==> config.mk <==
export PLATFORM = sky130hd
export DESIGN_NAME = ro_freq_meter_ctrl
export DESIGN_NICKNAME = d
export VERILOG_FILES = /design/src/rtl/ro_freq_meter_ctrl.sv
export SDC_FILE = /design/constraint.sdc
export NUM_CORES = 1
export LEC_CHECK = 0
export ABC_AREA = 1
export CORE_MARGIN = 3
export CORE_UTILIZATION = 33
export DETAILED_ROUTE_END_ITERATION = 12
export PLACE_DENSITY = 0.55
export SYNTH_ARGS = -nofsm -noshare
export SYNTH_HDL_FRONTEND = slang
export SYNTH_SLANG_ARGS = --single-unit
==> constraint.sdc <==
create_clock -name clk -period 1.9 [get_ports clk]
set_clock_uncertainty 0.15 [all_clocks]
set_input_delay 0.38 -clock clk [delete_from_list [all_inputs] [get_ports clk]]
set_output_delay 0.38 -clock clk [all_outputs]
set_load 0.02 [all_outputs]
==> src/rtl/ro_freq_meter_ctrl.sv <==
// Ring-oscillator frequency meter controller: holds the oscillator in init,
// releases it, waits SETTLE cycles, then counts synchronized rising edges for WINDOW cycles.
module ro_freq_meter_ctrl #(
  parameter int WINDOW      = 100,
  parameter int SETTLE      = 8,
  parameter int CNT_W       = 16,
  parameter int SYNC_STAGES = 2
) (
  input  logic             clk,
  input  logic             rst,
  input  logic             start,
  input  logic             ro_pulse,
  output logic             ro_init,
  output logic             busy,
  output logic             done,
  output logic [CNT_W-1:0] count,
  output logic             overflow
);

  localparam int PH_MAX = (WINDOW > SETTLE) ? WINDOW : SETTLE;
  localparam int PH_W   = $clog2(PH_MAX + 1);

  localparam logic [PH_W-1:0] SETTLE_END = PH_W'(SETTLE);
  localparam logic [PH_W-1:0] WINDOW_END = PH_W'(WINDOW);
  localparam logic [PH_W-1:0] PH_FIRST   = PH_W'(1);

  localparam logic [1:0] S_IDLE    = 2'd0;
  localparam logic [1:0] S_SETTLE  = 2'd1;
  localparam logic [1:0] S_MEASURE = 2'd2;
  localparam logic [1:0] S_DONE    = 2'd3;

  logic [1:0]             state_q, state_d;
  logic [PH_W-1:0]        phase_q, phase_d;
  logic [SYNC_STAGES-1:0] sync_q, sync_d;
  logic                   prev_q, prev_d;
  logic [CNT_W-1:0]       count_q, count_d;
  logic                   ovf_q, ovf_d;
  logic                   ro_init_q, ro_init_d;
  logic                   busy_q, busy_d;
  logic                   done_q, done_d;
  logic                   rise;

  assign ro_init  = ro_init_q;
  assign busy     = busy_q;
  assign done     = done_q;
  assign count    = count_q;
  assign overflow = ovf_q;

  // prev_q holds the last synchronizer stage one cycle back for edge detection
  always_comb begin
    sync_d = {sync_q[SYNC_STAGES-2:0], ro_pulse};
    prev_d = sync_q[SYNC_STAGES-1];
    rise   = sync_q[SYNC_STAGES-1] & ~prev_q;
  end

  // Phase counter starts at 1 on state entry so the terminal compare
  // uses the parameter value itself.
  always_comb begin
    state_d = state_q;
    phase_d = phase_q;
    count_d = count_q;
    ovf_d   = ovf_q;
    case (state_q)
      S_IDLE: begin
        if (start) begin
          state_d = S_SETTLE;
          phase_d = PH_FIRST;
          count_d = '0;
          ovf_d   = 1'b0;
        end
      end
      S_SETTLE: begin
        if (phase_q == SETTLE_END) begin
          state_d = S_MEASURE;
          phase_d = PH_FIRST;
        end else begin
          phase_d = phase_q + 1'b1;
        end
      end
      S_MEASURE: begin
        if (rise) begin
          if (count_q == {CNT_W{1'b1}}) ovf_d = 1'b1;
          else                          count_d = count_q + 1'b1;
        end
        if (phase_q == WINDOW_END) begin
          state_d = S_DONE;
          phase_d = '0;
        end else begin
          phase_d = phase_q + 1'b1;
        end
      end
      S_DONE: begin
        state_d = S_IDLE;
        phase_d = '0;
      end
      default: begin
        state_d = S_IDLE;
        phase_d = '0;
      end
    endcase
    ro_init_d = (state_d == S_IDLE) || (state_d == S_DONE);
    busy_d    = ~ro_init_d;
    done_d    = (state_d == S_DONE);
  end

  always_ff @(posedge clk) begin
    if (rst) begin
      state_q   <= S_IDLE;
      phase_q   <= '0;
      sync_q    <= '0;
      prev_q    <= 1'b0;
      count_q   <= '0;
      ovf_q     <= 1'b0;
      ro_init_q <= 1'b1;
      busy_q    <= 1'b0;
      done_q    <= 1'b0;
    end else begin
      state_q   <= state_d;
      phase_q   <= phase_d;
      sync_q    <= sync_d;
      prev_q    <= prev_d;
      count_q   <= count_d;
      ovf_q     <= ovf_d;
      ro_init_q <= ro_init_d;
      busy_q    <= busy_d;
      done_q    <= done_d;
    end
  end

endmodule

==> key figures <==
STA
  – Final hold vios: 0
  – Clock period minus worst slack: 1.84 ns
  – # setup viols final: 0
  – Hold slack final: 0.256 ns
  – Sum Neg Setup Slack: 0 ns
  – Slew Limit Fails: 0
  – Worst Max-Slew Pin Slew: 0.332 ns
  – Relative slew slack: 0.778
  – RSZ-0062 raised after global routing: true
  – Fin crit share: 0.966
  – Fmax: 0.545 GHz

Die
  – Num rows: 26
  – DIE AREA: 6350 um^2
  – Core Box Area: 5170 um^2
  – IO Pins: 24
  – Die W: 79.7 um
  – Initial Util: 0.347
  – Die height: 79.7 um

Yosys
  – Synth top area share: 0.357
  – Mapped cell area: 1790 um^2
  – Synth Flop Type: dfxtp_1
  – Syn nets: 289
  – Post-synthesis sequential area ratio: 0.357
  – Post-synth EDFFs: 0
  – Yosys top cell by area: dfxtp_1
  – Synthesis warning total: 0
  – Flop and latch count out of synthesis: 32
  – Cells after Synth: 281
  – Ys async rst share: 0
  – Post-synth cell types: 26
  – Synth area leaders: dfxtp_1, nand2_1, nor2_1
  – Mean Syn Cell Area: 6.38 um^2

Critical path
  – Worst path bufs/invs: 1
  – CP startpoint kind: register
  – Worst path arrival time: 1.31 ns
  – End of the critical path: count[9]
  – Slowest stage cell, crit path: clkdlybuf4s50_1
  – Worst r2r dst: busy
  – Max incr delay on CP: 0.62 ns
  – Largest delay contributor family on the critical path: buffers and inverters
  – Cells on worst reg2reg path: 8
  – Crit. Startpoint: count[9]
  – Flop2flop setup slack: 0.10 ns
  – Worst path required time: 1.37 ns
  – Worst Path Max Fanout: 5
  – Crit Path Category: register to primary output
  – CP Cell Sequence: clkdlybuf4s50_1
  – Levels on crit path: 1
  – CP Capture Type: primary output
  – Reg-to-Reg Start: phase_q[1]

Route
  – Avg Vias per Cell: 4.54
  – Routed vias: 1802
  – Routed WL: 4390 um
  – Number of DRC markers in iteration 0: 124
  – Post-DRT Antenna Nets: 0
  – # DRC: 0
  – Drt pass-1 iters: 4
  – Avg WL per Cell: 11.0 um

Clock tree
  – Clock buffer count from CTS: 5
  – Clock root cell: clkbuf_8
  – H-tree depth: 2
  – Clock sink count: 32
  – Worst-path clk slew: 0.07 ns
  – Longest Clk Path Bufs: 2
  – CTS tree: built
  – Worst skew pair latency: 0.28 ns

Cells and area
  – P&R area growth vs syn: 35.7%
  – NumNets Final: 334
  – Layout cells sized above 1: 0.156
  – Antenna Cells: 0

Power and ir drop
  – PD cells: 623 nW/um^2
  – Tot Pwr: 1.52 mW
  – Leak pwr: 1.18 nW
  – Worst vdd ir: 0.000304 V

Placement
  – Final HPWL DP: 3110 um
  – Port bufs: 23
  – Gpl congestion: 0.818

Global route
  – Initial antenna violation count: 0
  – Total global-route track usage: 0.146
  – Number of global-route vias before repair: 1613
  – Grt ovf: 0
  – First-pass GRT wire length: 7290 um
  – Pin count of the biggest net entering global routing: 15

Worst hold path
  – Worst hold path type: register to register

Job
  – Maxcap violations: 0

Run status
  – Status: completed
[logic make-up (layout without fill, tap and decap cells)]
logic type | Yosys count | in the layout | synth area share
AND/OR/NAND/NOR | 166 | 166 | 0.402
buffers and inverters | 49 | 95 | 0.112
flip-flops | 32 | 32 | 0.357
AO/OA/AOI/OAI | 29 | 29 | 0.0963
adder cells (fa/ha/maj) | 4 | 4 | 0.0279
XOR/XNOR | 1 | 1 | 0.00489
[power by group]
part | switching [mW] | total [mW] | leakage [nW] | internal (mW)
Combinational | 0.0942 | 0.162 | 0.867 | 0.0676
Sequential | 0.00955 | 0.697 | 0.261 | 0.687
Clock | 0.269 | 0.657 | 0.0541 | 0.388
[worst min path at each step]
stage,startpoint,endpoint,slack (ns),depth (start not counted)
after floorplan,sync_q[0],sync_q[1],0.24,2
after global placement,sync_q[0],sync_q[1],0.24,2
after detailed placement,sync_q[0],sync_q[1],0.25,2
after CTS,sync_q[0],sync_q[1],0.26,2
after global routing,sync_q[0],sync_q[1],0.30,2
final,sync_q[0],sync_q[1],0.26,2
[state kept, by name, summed over array words and instances, names as in the netlist]
register	count
done	1
ro_init	1
sync_q	2
state_q	2
count	16
busy	1
phase_q	7
overflow	1
prev_q	1
[layout by cell type, fill, tap and decap left out, drive strengths merged]
master,instances
bufinv,1
xor2,1
nor3,3
nor3b,1
or2,1
ha,4
clkbuf,6
dlygate4sd2,2
o211ai,1
o21ai,8
a21oi,17
nand3b,2
nand2,78
clkdlybuf4s50,13
clkinvlp,1
o21bai,2
buf,20
dfxtp,32
inv,43
dlymetal6s2s,8
clkinv,1
nor2,48
o31ai,1
nand3,30
nand4,3
[cells in the mapped netlist (all sizes together) (2+ instances only)]
cell,number
nand2,78
nor2,48
inv,43
dfxtp,32
nand3,30
a21oi,17
o21ai,8
buf,4
ha,4
nand4,3
nor3,3
clkbuf,2
nand3b,2
o21bai,2
[through the flow]
stage                     std cells  area (um^2)  utilization  setup WS [ns]
after CTS                       393         2310        0.446       0.000236
after detailed placement        385         2200        0.425         0.0100
after floorplan                 281         1790            -         0.0524
after global routing            397         2430        0.470        -0.0289
final                           397         2430        0.470         0.0648
after global placement          385         2200        0.425         0.0278
[final cells by class]
class                      count  area [um^2]
inverter                      43          161
sequential                    32          644
tap                           70         87.6
timing repair buffer          44          430
fill                         545         2740
clock inverter                 3         42.5
clock buffer                   5         68.8
multi-input combinational    200          998
[per-layer routing]
layer	track usage	share of wire	up-vias
met1	0.198	0.51	793
met3	0.0372	0.041	2
met2	0.224	0.44	39
met5	0	0	-
li1	-	-	968
met4	0.0464	0.0075	0
[what timing repair did]
item                                    4_1_cts  5_1_grt
endpoints found under the setup margin        2       22
pin swaps                                     0        5
gates cloned                                  0        1
hold buffers                                  0        0
gates resized for setup                       2       25
buffers inserted                              0        3
Power figures use the tool's default switching activity.
